### config.mk
export PLATFORM = sky130hd
export DESIGN_NAME = mem_arbiter
export DESIGN_NICKNAME = d
export VERILOG_FILES = /design/src/rtl/mem_arb_pkg.sv /design/src/rtl/rr_picker.sv /design/src/rtl/mem_arbiter.sv
export SDC_FILE = /design/constraint.sdc
export NUM_CORES = 1
export LEC_CHECK = 0
export CORE_ASPECT_RATIO = 1.75
export CORE_MARGIN = 4
export CORE_UTILIZATION = 39
export CTS_CLUSTER_DIAMETER = 40
export DETAILED_ROUTE_END_ITERATION = 8
export PLACE_DENSITY = 0.9
export SLEW_MARGIN = 30
export SYNTH_ARGS = -nofsm -noshare
export SYNTH_HDL_FRONTEND = slang
export SYNTH_SLANG_ARGS = --single-unit
### constraint.sdc
create_clock -name CLK -period 4.4 [get_ports CLK]
set_clock_uncertainty 0.05 [all_clocks]
set_input_delay 0.88 -clock CLK [delete_from_list [all_inputs] [get_ports CLK]]
set_output_delay 0.88 -clock CLK [all_outputs]
set_load 0.05 [all_outputs]
### src/rtl/mem_arb_pkg.sv
// Shared types for the memory-request arbiter: FSM states, arbitration modes, op kinds.
package mem_arb_pkg;

  typedef enum logic [1:0] {
    IDLE   = 2'd0,
    ACCESS = 2'd1,
    DONE   = 2'd2
  } state_t;

  typedef enum logic {
    OP_READ  = 1'b0,
    OP_WRITE = 1'b1
  } op_t;

  localparam int ARB_FIXED = 0;
  localparam int ARB_RR    = 1;

endpackage

### src/rtl/rr_picker.sv
// Combinational rotating-priority picker: first pending channel at or after start, wrapping.
// Zero latency; no flow control of its own (pure function of its inputs).
module rr_picker #(
  parameter int N     = 2,
  parameter int IDX_W = (N > 1) ? $clog2(N) : 1
) (
  input  logic [N-1:0]     pending,
  input  logic [IDX_W-1:0] start,
  output logic [N-1:0]     grant_oh,
  output logic [IDX_W-1:0] grant_idx,
  output logic             grant_vld
);

  int c;

  always_comb begin
    grant_oh  = '0;
    grant_idx = '0;
    grant_vld = 1'b0;
    c         = 0;
    for (int k = 0; k < N; k++) begin
      c = (int'(start) + k) % N;
      if (!grant_vld && pending[c]) begin
        grant_vld   = 1'b1;
        grant_oh[c] = 1'b1;
        grant_idx   = IDX_W'(c);
      end
    end
  end

endmodule

### src/rtl/mem_arbiter.sv
// N-channel memory-request arbiter onto one RAM port; min latency request->ready is 2 cycles.
// RAM busy stretches ACCESS (bounded by TIMEOUT abort); losing requesters simply wait.
module mem_arbiter
  import mem_arb_pkg::*;
#(
  parameter int NUM_CH  = 2,
  parameter int ADDR_W  = 32,
  parameter int DATA_W  = 32,
  parameter int RR_MODE = 0,
  parameter int TIMEOUT = 255
) (
  input  logic                     CLK,
  input  logic                     RST,
  input  logic [NUM_CH-1:0]        req_ren,
  input  logic [NUM_CH-1:0]        req_wen,
  input  logic [NUM_CH*ADDR_W-1:0] req_addr,
  input  logic [NUM_CH*DATA_W-1:0] req_store,
  output logic [NUM_CH-1:0]        req_ready,
  output logic [NUM_CH-1:0]        req_err,
  output logic [DATA_W-1:0]        req_load,
  output logic                     Ren,
  output logic                     Wen,
  output logic [ADDR_W-1:0]        ramaddr,
  output logic [DATA_W-1:0]        ramstore,
  input  logic [DATA_W-1:0]        ramload,
  input  logic                     busy_o
);

  localparam int IDX_W = (NUM_CH > 1) ? $clog2(NUM_CH) : 1;
  localparam int CNT_W = (TIMEOUT > 0) ? $clog2(TIMEOUT + 1) : 1;

  state_t              state;
  op_t                 sel_op;
  logic [NUM_CH-1:0]   pending;
  logic [NUM_CH-1:0]   pick_oh;
  logic [NUM_CH-1:0]   grant_oh;
  logic [IDX_W-1:0]    pick_idx;
  logic [IDX_W-1:0]    grant;
  logic [IDX_W-1:0]    rr_ptr;
  logic [IDX_W-1:0]    start;
  logic                pick_vld;
  logic [CNT_W-1:0]    tcnt;

  assign pending = req_ren | req_wen;
  assign start   = (RR_MODE == ARB_RR) ? rr_ptr : '0;

  rr_picker #(.N(NUM_CH), .IDX_W(IDX_W)) u_pick (
    .pending   (pending),
    .start     (start),
    .grant_oh  (pick_oh),
    .grant_idx (pick_idx),
    .grant_vld (pick_vld)
  );

  // A write request wins over a simultaneous read on the same channel.
  always_comb begin
    sel_op = req_wen[pick_idx] ? OP_WRITE : OP_READ;
  end

  always_ff @(posedge CLK or posedge RST) begin
    if (RST) begin
      state     <= IDLE;
      grant     <= '0;
      grant_oh  <= '0;
      rr_ptr    <= '0;
      tcnt      <= '0;
      Ren       <= 1'b0;
      Wen       <= 1'b0;
      ramaddr   <= '0;
      ramstore  <= '0;
      req_ready <= '0;
      req_err   <= '0;
      req_load  <= '0;
    end else begin
      req_ready <= '0;
      req_err   <= '0;
      case (state)
        IDLE: begin
          if (pick_vld) begin
            grant    <= pick_idx;
            grant_oh <= pick_oh;
            ramaddr  <= req_addr[pick_idx*ADDR_W +: ADDR_W];
            ramstore <= req_store[pick_idx*DATA_W +: DATA_W];
            Ren      <= (sel_op == OP_READ);
            Wen      <= (sel_op == OP_WRITE);
            tcnt     <= '0;
            state    <= ACCESS;
          end
        end
        ACCESS: begin
          if (!busy_o) begin
            if (Ren) req_load <= ramload;
            Ren       <= 1'b0;
            Wen       <= 1'b0;
            req_ready <= grant_oh;
            state     <= DONE;
          end else if (TIMEOUT != 0 && tcnt == CNT_W'(TIMEOUT)) begin
            Ren       <= 1'b0;
            Wen       <= 1'b0;
            req_ready <= grant_oh;
            req_err   <= grant_oh;
            state     <= DONE;
          end else if (tcnt != '1) begin
            tcnt <= tcnt + 1'b1;
          end
        end
        DONE: begin
          tcnt   <= '0;
          rr_ptr <= (grant == IDX_W'(NUM_CH - 1)) ? '0 : grant + 1'b1;
          state  <= IDLE;
        end
        default: state <= IDLE;
      endcase
    end
  end

endmodule

Word-level counts from Yosys, hierarchy flattened
Cells that the tools add are included.
- add/sub/neg operators: 1
- $mul: 0
- div/mod/pow operators: 0
- order comparisons: 1
- eq/ne operators: 9
- shift-type cells: 2
- multiplexer cells: 28
- bitwise gates (word level): 3
- reduce and logical (&&, ||, !) cells: 10
- operators with widths (operator ; count):
    $shiftx 64x7->32 ; 2
    $mux 8 ; 4
    $pmux 8 s3 ; 1
    $mux 2 ; 9
    $mux 1 ; 11
    $add 8x1->8 const B ; 1
    $eq 8x8->1 const B ; 1
    $ne 2x2->1 const B ; 4
    $ne 8x8->1 const B ; 1
    $reduce_and 3->1 ; 2
    $reduce_and 5->1 ; 1
    $pmux 1 s2 ; 2
    $pmux 2 s2 ; 1
    $reduce_and 2->1 ; 2
    $ne 3x3->1 const B ; 1
    $reduce_bool 3->1 ; 1
    $eq 2x1->1 const B ; 1
    $eq 2x2->1 const B ; 1
    $logic_not 2->1 ; 1
    $lt 1x2->1 const B ; 1
    $not 1->1 ; 2
    $or 2x2->2 ; 1
    $reduce_bool 2->1 ; 1
    $logic_and 1x1->1 ; 1
    $logic_not 1->1 ; 1
- register bits after elaboration: 114
- latch bits: 0
- RAM bits: 0
- bits in read-only memories: 0
- output and inout port bits: 102
- logic and storage cells: 64
- memories kept: 0

Logic depth before layout (Yosys ltp)
- depth in word-level cells: 11
- depth in mapped cells: 6
- mapped depth without buffers: 5

Hierarchy
From an unflattened synthesis, not the netlist that was laid out.
- cells, all modules: 435
- area, all modules: 4983.5 µm²
- modules (own cells, without submodules) (module ; instances ; cells each ; area an instance (µm²)):
    mem_arbiter ; 1 ; 430 ; 4951.0
    rr_picker ; 1 ; 5 ; 32.5

Worst setup path before layout
Ideal clock, no wire load.
- kind: input -> register
- start: input port req_wen[0]
- end: register Ren
- library setup time: 0.101 ns
- arrival: 1.929 ns
- required time: 4.249 ns
- slack: 2.320 ns
- stages on the path: 6
- path through: or4_4 -> nand2_4 -> buf_12 -> buf_6 -> nand2_1 -> o32ai_1
- word-level cells in the longest chain between the ends: 11
- elaborated cells on any way between the ends: 14
- ends and longest elaborated chain (item ; line ; source):
    start, declared ; mem_arbiter.sv:15 ; input logic [NUM_CH-1:0] req_wen,
    $or 2x2->2 ; mem_arbiter.sv:44 ; assign pending = req_ren | req_wen;
    $mux 1 ; rr_picker.sv:23 ; if (!grant_vld && pending[c]) begin
    $logic_not 1->1 ; rr_picker.sv:23 ;
    $logic_and 1x1->1 ; rr_picker.sv:23 ;
    $mux 1 ; rr_picker.sv:23 ;
    $mux 1 (implied by the code) (2 in series) ; mem_arbiter.sv:57 ; sel_op = req_wen[pick_idx] ? OP_WRITE : OP_READ;
    $mux 1 ; mem_arbiter.sv:57 ;
    $not 1->1 ; mem_arbiter.sv:84 ; Ren <= (sel_op == OP_READ);
    $mux 1 ; mem_arbiter.sv:79 ; if (pick_vld) begin
    $pmux 1 s2 ; mem_arbiter.sv:77 ; case (state)
    end signal, assigned ; mem_arbiter.sv:84 ;
    end, declared ; mem_arbiter.sv:21 ; output logic Ren,
Several ways; a longest one is shown, not always the timed one. The select of a mux whose other input is x is not followed.
A chain may end at the register's enable or synchronous reset.

Worst setup path after layout
- start: input port req_wen[0]
- end: register ramaddr[23]
- word-level cells in the longest chain between the ends: 6
- elaborated cells on any way between the ends: 8
- ends and longest elaborated chain (item ; line ; source):
    $or 2x2->2 (*) ; mem_arbiter.sv:44 ;
    $mux 1 (*) ; rr_picker.sv:23 ;
    $logic_not 1->1 ; rr_picker.sv:23 ;
    $logic_and 1x1->1 ; rr_picker.sv:23 ;
    $mux 1 ; rr_picker.sv:23 ;
    $shiftx 64x7->32 or $reduce_and 2->1 (tied branches) ; -- ;
    end signal, assigned ; mem_arbiter.sv:82 ; ramaddr <= req_addr[pick_idx*ADDR_W +: ADDR_W];
    end, declared ; mem_arbiter.sv:23 ; output logic [ADDR_W-1:0] ramaddr,
Every way passes the cells marked *; elsewhere a longest branch is shown, timed or not.

==> parameters.txt <==
Parameter                              Value

CTS
  Cell at the root of the clock tree    sky130_fd_sc_hd__clkbuf_16
  Hold_buf cts    0
  Number of resized instances in the post-cts repair step    0
  Clock tree from TritonCTS    built
  Count of clock tree sinks    114
  Insertion delay to the later sink of the worst-skew pair    0.40 ns
  Number of setup buffers added after CTS    0
  Num CTS Buffers    17
  Clock-pin slew reported for the worst setup and hold paths after clock tree synthesis    0.05 ns
  Clock buffer depth    2
  Count of H-tree levels built during CTS    4

Global routing
  Wire length of the first global-routing pass    23900 um
  Maximum number of pins on one net before global-route repair    115
  Via count of the first global-routing pass    4798
  Total congestion overflow after global routing    0
  Total track usage    21.4%
  Number of antenna violations at the first check in global routing    0

Finish
  Sequential cell area    2850 um2
  Net count of the finished layout    865
  Antenna diode count    0
  Layout fillers    887
  Relative area change from synthesis to final layout    69.5%
  Post-layout utilization of the core    67.5%
  Fraction of layout instances using a drive strength above 1    10.6%
  Area used by multi-input combinational logic    1730 um2
  Commonest cells after routing, fill and taps aside    sky130_fd_sc_hd__clkdlybuf4s50_1 (268), sky130_fd_sc_hd__dfrtp_1 (114), sky130_fd_sc_hd__nand2_1 (73)
  Leading cell type in the layout, fill and taps excluded    sky130_fd_sc_hd__clkdlybuf4s50_1
  Post-layout instance area    8140 um2

Logic synthesis
  Number of synthesized flops with an enable pin    0
  Area of the mapped netlist    4800 um2
  Sequential area share after synthesis    59.4%
  Count of distinct cell types in the synthesized netlist    42
  Mean post-synth cell area    11.0 um2
  Synthesized Nets    606
  Number of instances in the synthesized netlist    438
  Synth Register Bits    114
  Fraction of registers with async set/reset    100%
  Count of warnings emitted by yosys    0
  Post-synth top flop    sky130_fd_sc_hd__dfrtp_1

Die
  Std cell rows    53
  Top-Level Pins    269
  Die Outline Area    14200 um2
  Die Span X    91.9 um
  Die height    155 um
  Effective utilization at floorplan    39.8%
  Placeable core region    12100 um2

Drt
  DR WL met2    8480 um
  Detail Route Antenna Nets    0
  Drt total wl    15500 um
  Total via count in the routed design    4560
  Top sig layer    met4
  Routed length on met3    1190 um
  WL/cell    17.7 um
  Violation count after the first detailed-routing iteration    144
  Post-detailed-route DRC marker count    0
  Count of TritonRoute iterations in the first routing pass    4
  Via-to-Cell Ratio    5.21
  Routed met1 length    5240 um

Setup path
  Slowest stage cell on the critical path    sky130_fd_sc_hd__o21a_2
  Critical Path AT    2.97 ns
  Delay of the slowest cell on the worst path    0.48 ns
  Crit path from    req_wen[0]
  Reg2Reg Launch Point    state[0]
  Crit-path cells    clkdlybuf4s50_1, nor2_1, o21a_2, buf_4, o22ai_1, o21ai_0
  Critical path required time    4.66 ns
  Number of cell instances on the worst register-to-register path    4
  Type of the worst setup path    in -> reg
  Worst setup slack for register-to-register paths    2.36 ns
  Kind of capture point of the worst setup path    flip-flop
  Critical Path Source Type    primary input
  End of the worst register-to-register path    req_load[21]
  Crit path to    ramaddr[23]
  Worst Path Max Fanout    45

Place
  Routability congestion estimate from global placement    0.846
  Placed cell area    7550 um2
  Placement Setup Slack    1.27 ns
  Count of input and output buffers    268
  DP Wirelength    11500 um

Pwr
  Share of total power in the clock network    20.3%
  Static power due to leakage    3.35 nW
  Seq pwr share    26.8%
  Fraction of power spent switching nets    46.6%
  Max VDD drop    416 uV
  Part of the power in combinational logic    52.9%
  Net switching component of the power    3.10 mW
  Power, Total    6.64 mW
  Pint    3.55 mW
  Power density normalized to cell area    816 nW/um2

Timing
  Minimum clock period after layout    2.71 ns
  Worst Max-Slew Pin Slew    0.676 ns
  Final setup violation count    0
  Period utilization    61.5%
  Accumulated negative setup slack    0 ns
  Setup repair after global routing missed its margin    false
  Fmax    0.370 GHz
  Number of endpoints with negative hold slack in the final report    0
  Worst max-slew margin expressed relative to the limit    54.9%
  Final slew viol count    0
  Final Worst Setup Slack    1.69 ns

Worst hold path
  Min-delay worst type    reg -> reg

Run status
  Status    complete, no violations

Run
  Number of max-cap violations    0
==> cells in the mapped netlist (2+ instances only) <==
cell type / instances / area (um2)
sky130_fd_sc_hd__nor4_1: 3 / 18.8
sky130_fd_sc_hd__o211ai_1: 2 / 15.0
sky130_fd_sc_hd__nand2_1: 73 / 274
sky130_fd_sc_hd__a21oi_1: 2 / 10.0
sky130_fd_sc_hd__mux2_2: 31 / 349
sky130_fd_sc_hd__buf_6: 5 / 56.3
sky130_fd_sc_hd__clkbuf_2: 6 / 30.0
sky130_fd_sc_hd__o21ai_0: 68 / 340
sky130_fd_sc_hd__clkbuf_1: 9 / 33.8
sky130_fd_sc_hd__and2_1: 2 / 12.5
sky130_fd_sc_hd__dfrtp_1: 114 / 2850
sky130_fd_sc_hd__buf_2: 6 / 30.0
sky130_fd_sc_hd__inv_1: 3 / 11.3
sky130_fd_sc_hd__o22ai_1: 64 / 400
sky130_fd_sc_hd__o21a_1: 2 / 15.0
sky130_fd_sc_hd__a31oi_1: 6 / 37.5
sky130_fd_sc_hd__nand3_1: 5 / 25.0
sky130_fd_sc_hd__nor2_1: 4 / 15.0
sky130_fd_sc_hd__buf_4: 6 / 45.0
sky130_fd_sc_hd__and3_1: 5 / 31.3
==> metrics by stage <==
stage               std cells  hold WS (ns)
floorplan                 438         0.414
global placement          843         0.410
detailed placement        843         0.420
CTS                       875         0.432
global route              875         0.452
finish                    875         0.429
==> logic make-up after synthesis <==
group | count (synthesis) | share of synthesized area [%]
AO/OA/AOI/OAI | 153 | 18.6
flip-flops | 114 | 59.4
AND/OR/NAND/NOR | 101 | 9.30
buffers and inverters | 36 | 4.71
multiplexers | 33 | 7.71
adder cells (fa/ha/maj) | 1 | 0.260
==> layer usage <==
layer,global-route usage [%],vias up
met3,7.10,46
met5,0,-
met1,20.8,2147
met4,9.43,0
li1,-,2118
met2,40.2,249
==> cell type report <==
cell class	count	area share (%)
tap	165	2.54
clock buffer	18	5.39
inverter	3	0.169
sequential	114	35.0
clock inverter	14	1.87
multi-input combinational	288	21.3
timing repair buffer	273	33.7
==> worst min-delay path by stage <==
stage	slack, ns	cells after the start	to	start
final	0.43	2	ramstore[20]	ramstore[20]
after global routing	0.45	2	ramaddr[26]	ramaddr[26]
after CTS	0.43	2	ramstore[20]	ramstore[20]
after detailed placement	0.42	2	ramaddr[24]	ramaddr[24]
after global placement	0.41	2	ramstore[30]	ramstore[30]
after floorplan	0.41	1	grant_oh[0]	grant_oh[0]
==> state kept, by name, indices dropped and copies added, names as in the netlist <==
signal,count
req_err,2
ramstore,32
req_ready,2
ramaddr,32
grant_oh,2
state,2
tcnt,8
req_load,32
Wen,1
Ren,1
==> power by group through the flow <==
stage,Sequential (mW),Clock [mW],Combinational [mW]
final,1.78,1.35,3.51
after global routing,1.84,1.43,3.69
after CTS,1.78,1.38,3.54
after detailed placement,1.79,0,3.53
after global placement,1.75,0,3.46
after floorplan,3.24,0,0.872
==> worst max-delay path, delay by kind of cell <==
family / cells / cell delay [ns]
AO/OA/AOI/OAI: 3 / 0.87
buffers and inverters: 2 / 0.95
AND/OR/NAND/NOR: 1 / 0.23
Note: power is estimated with default switching activity, not from simulation.
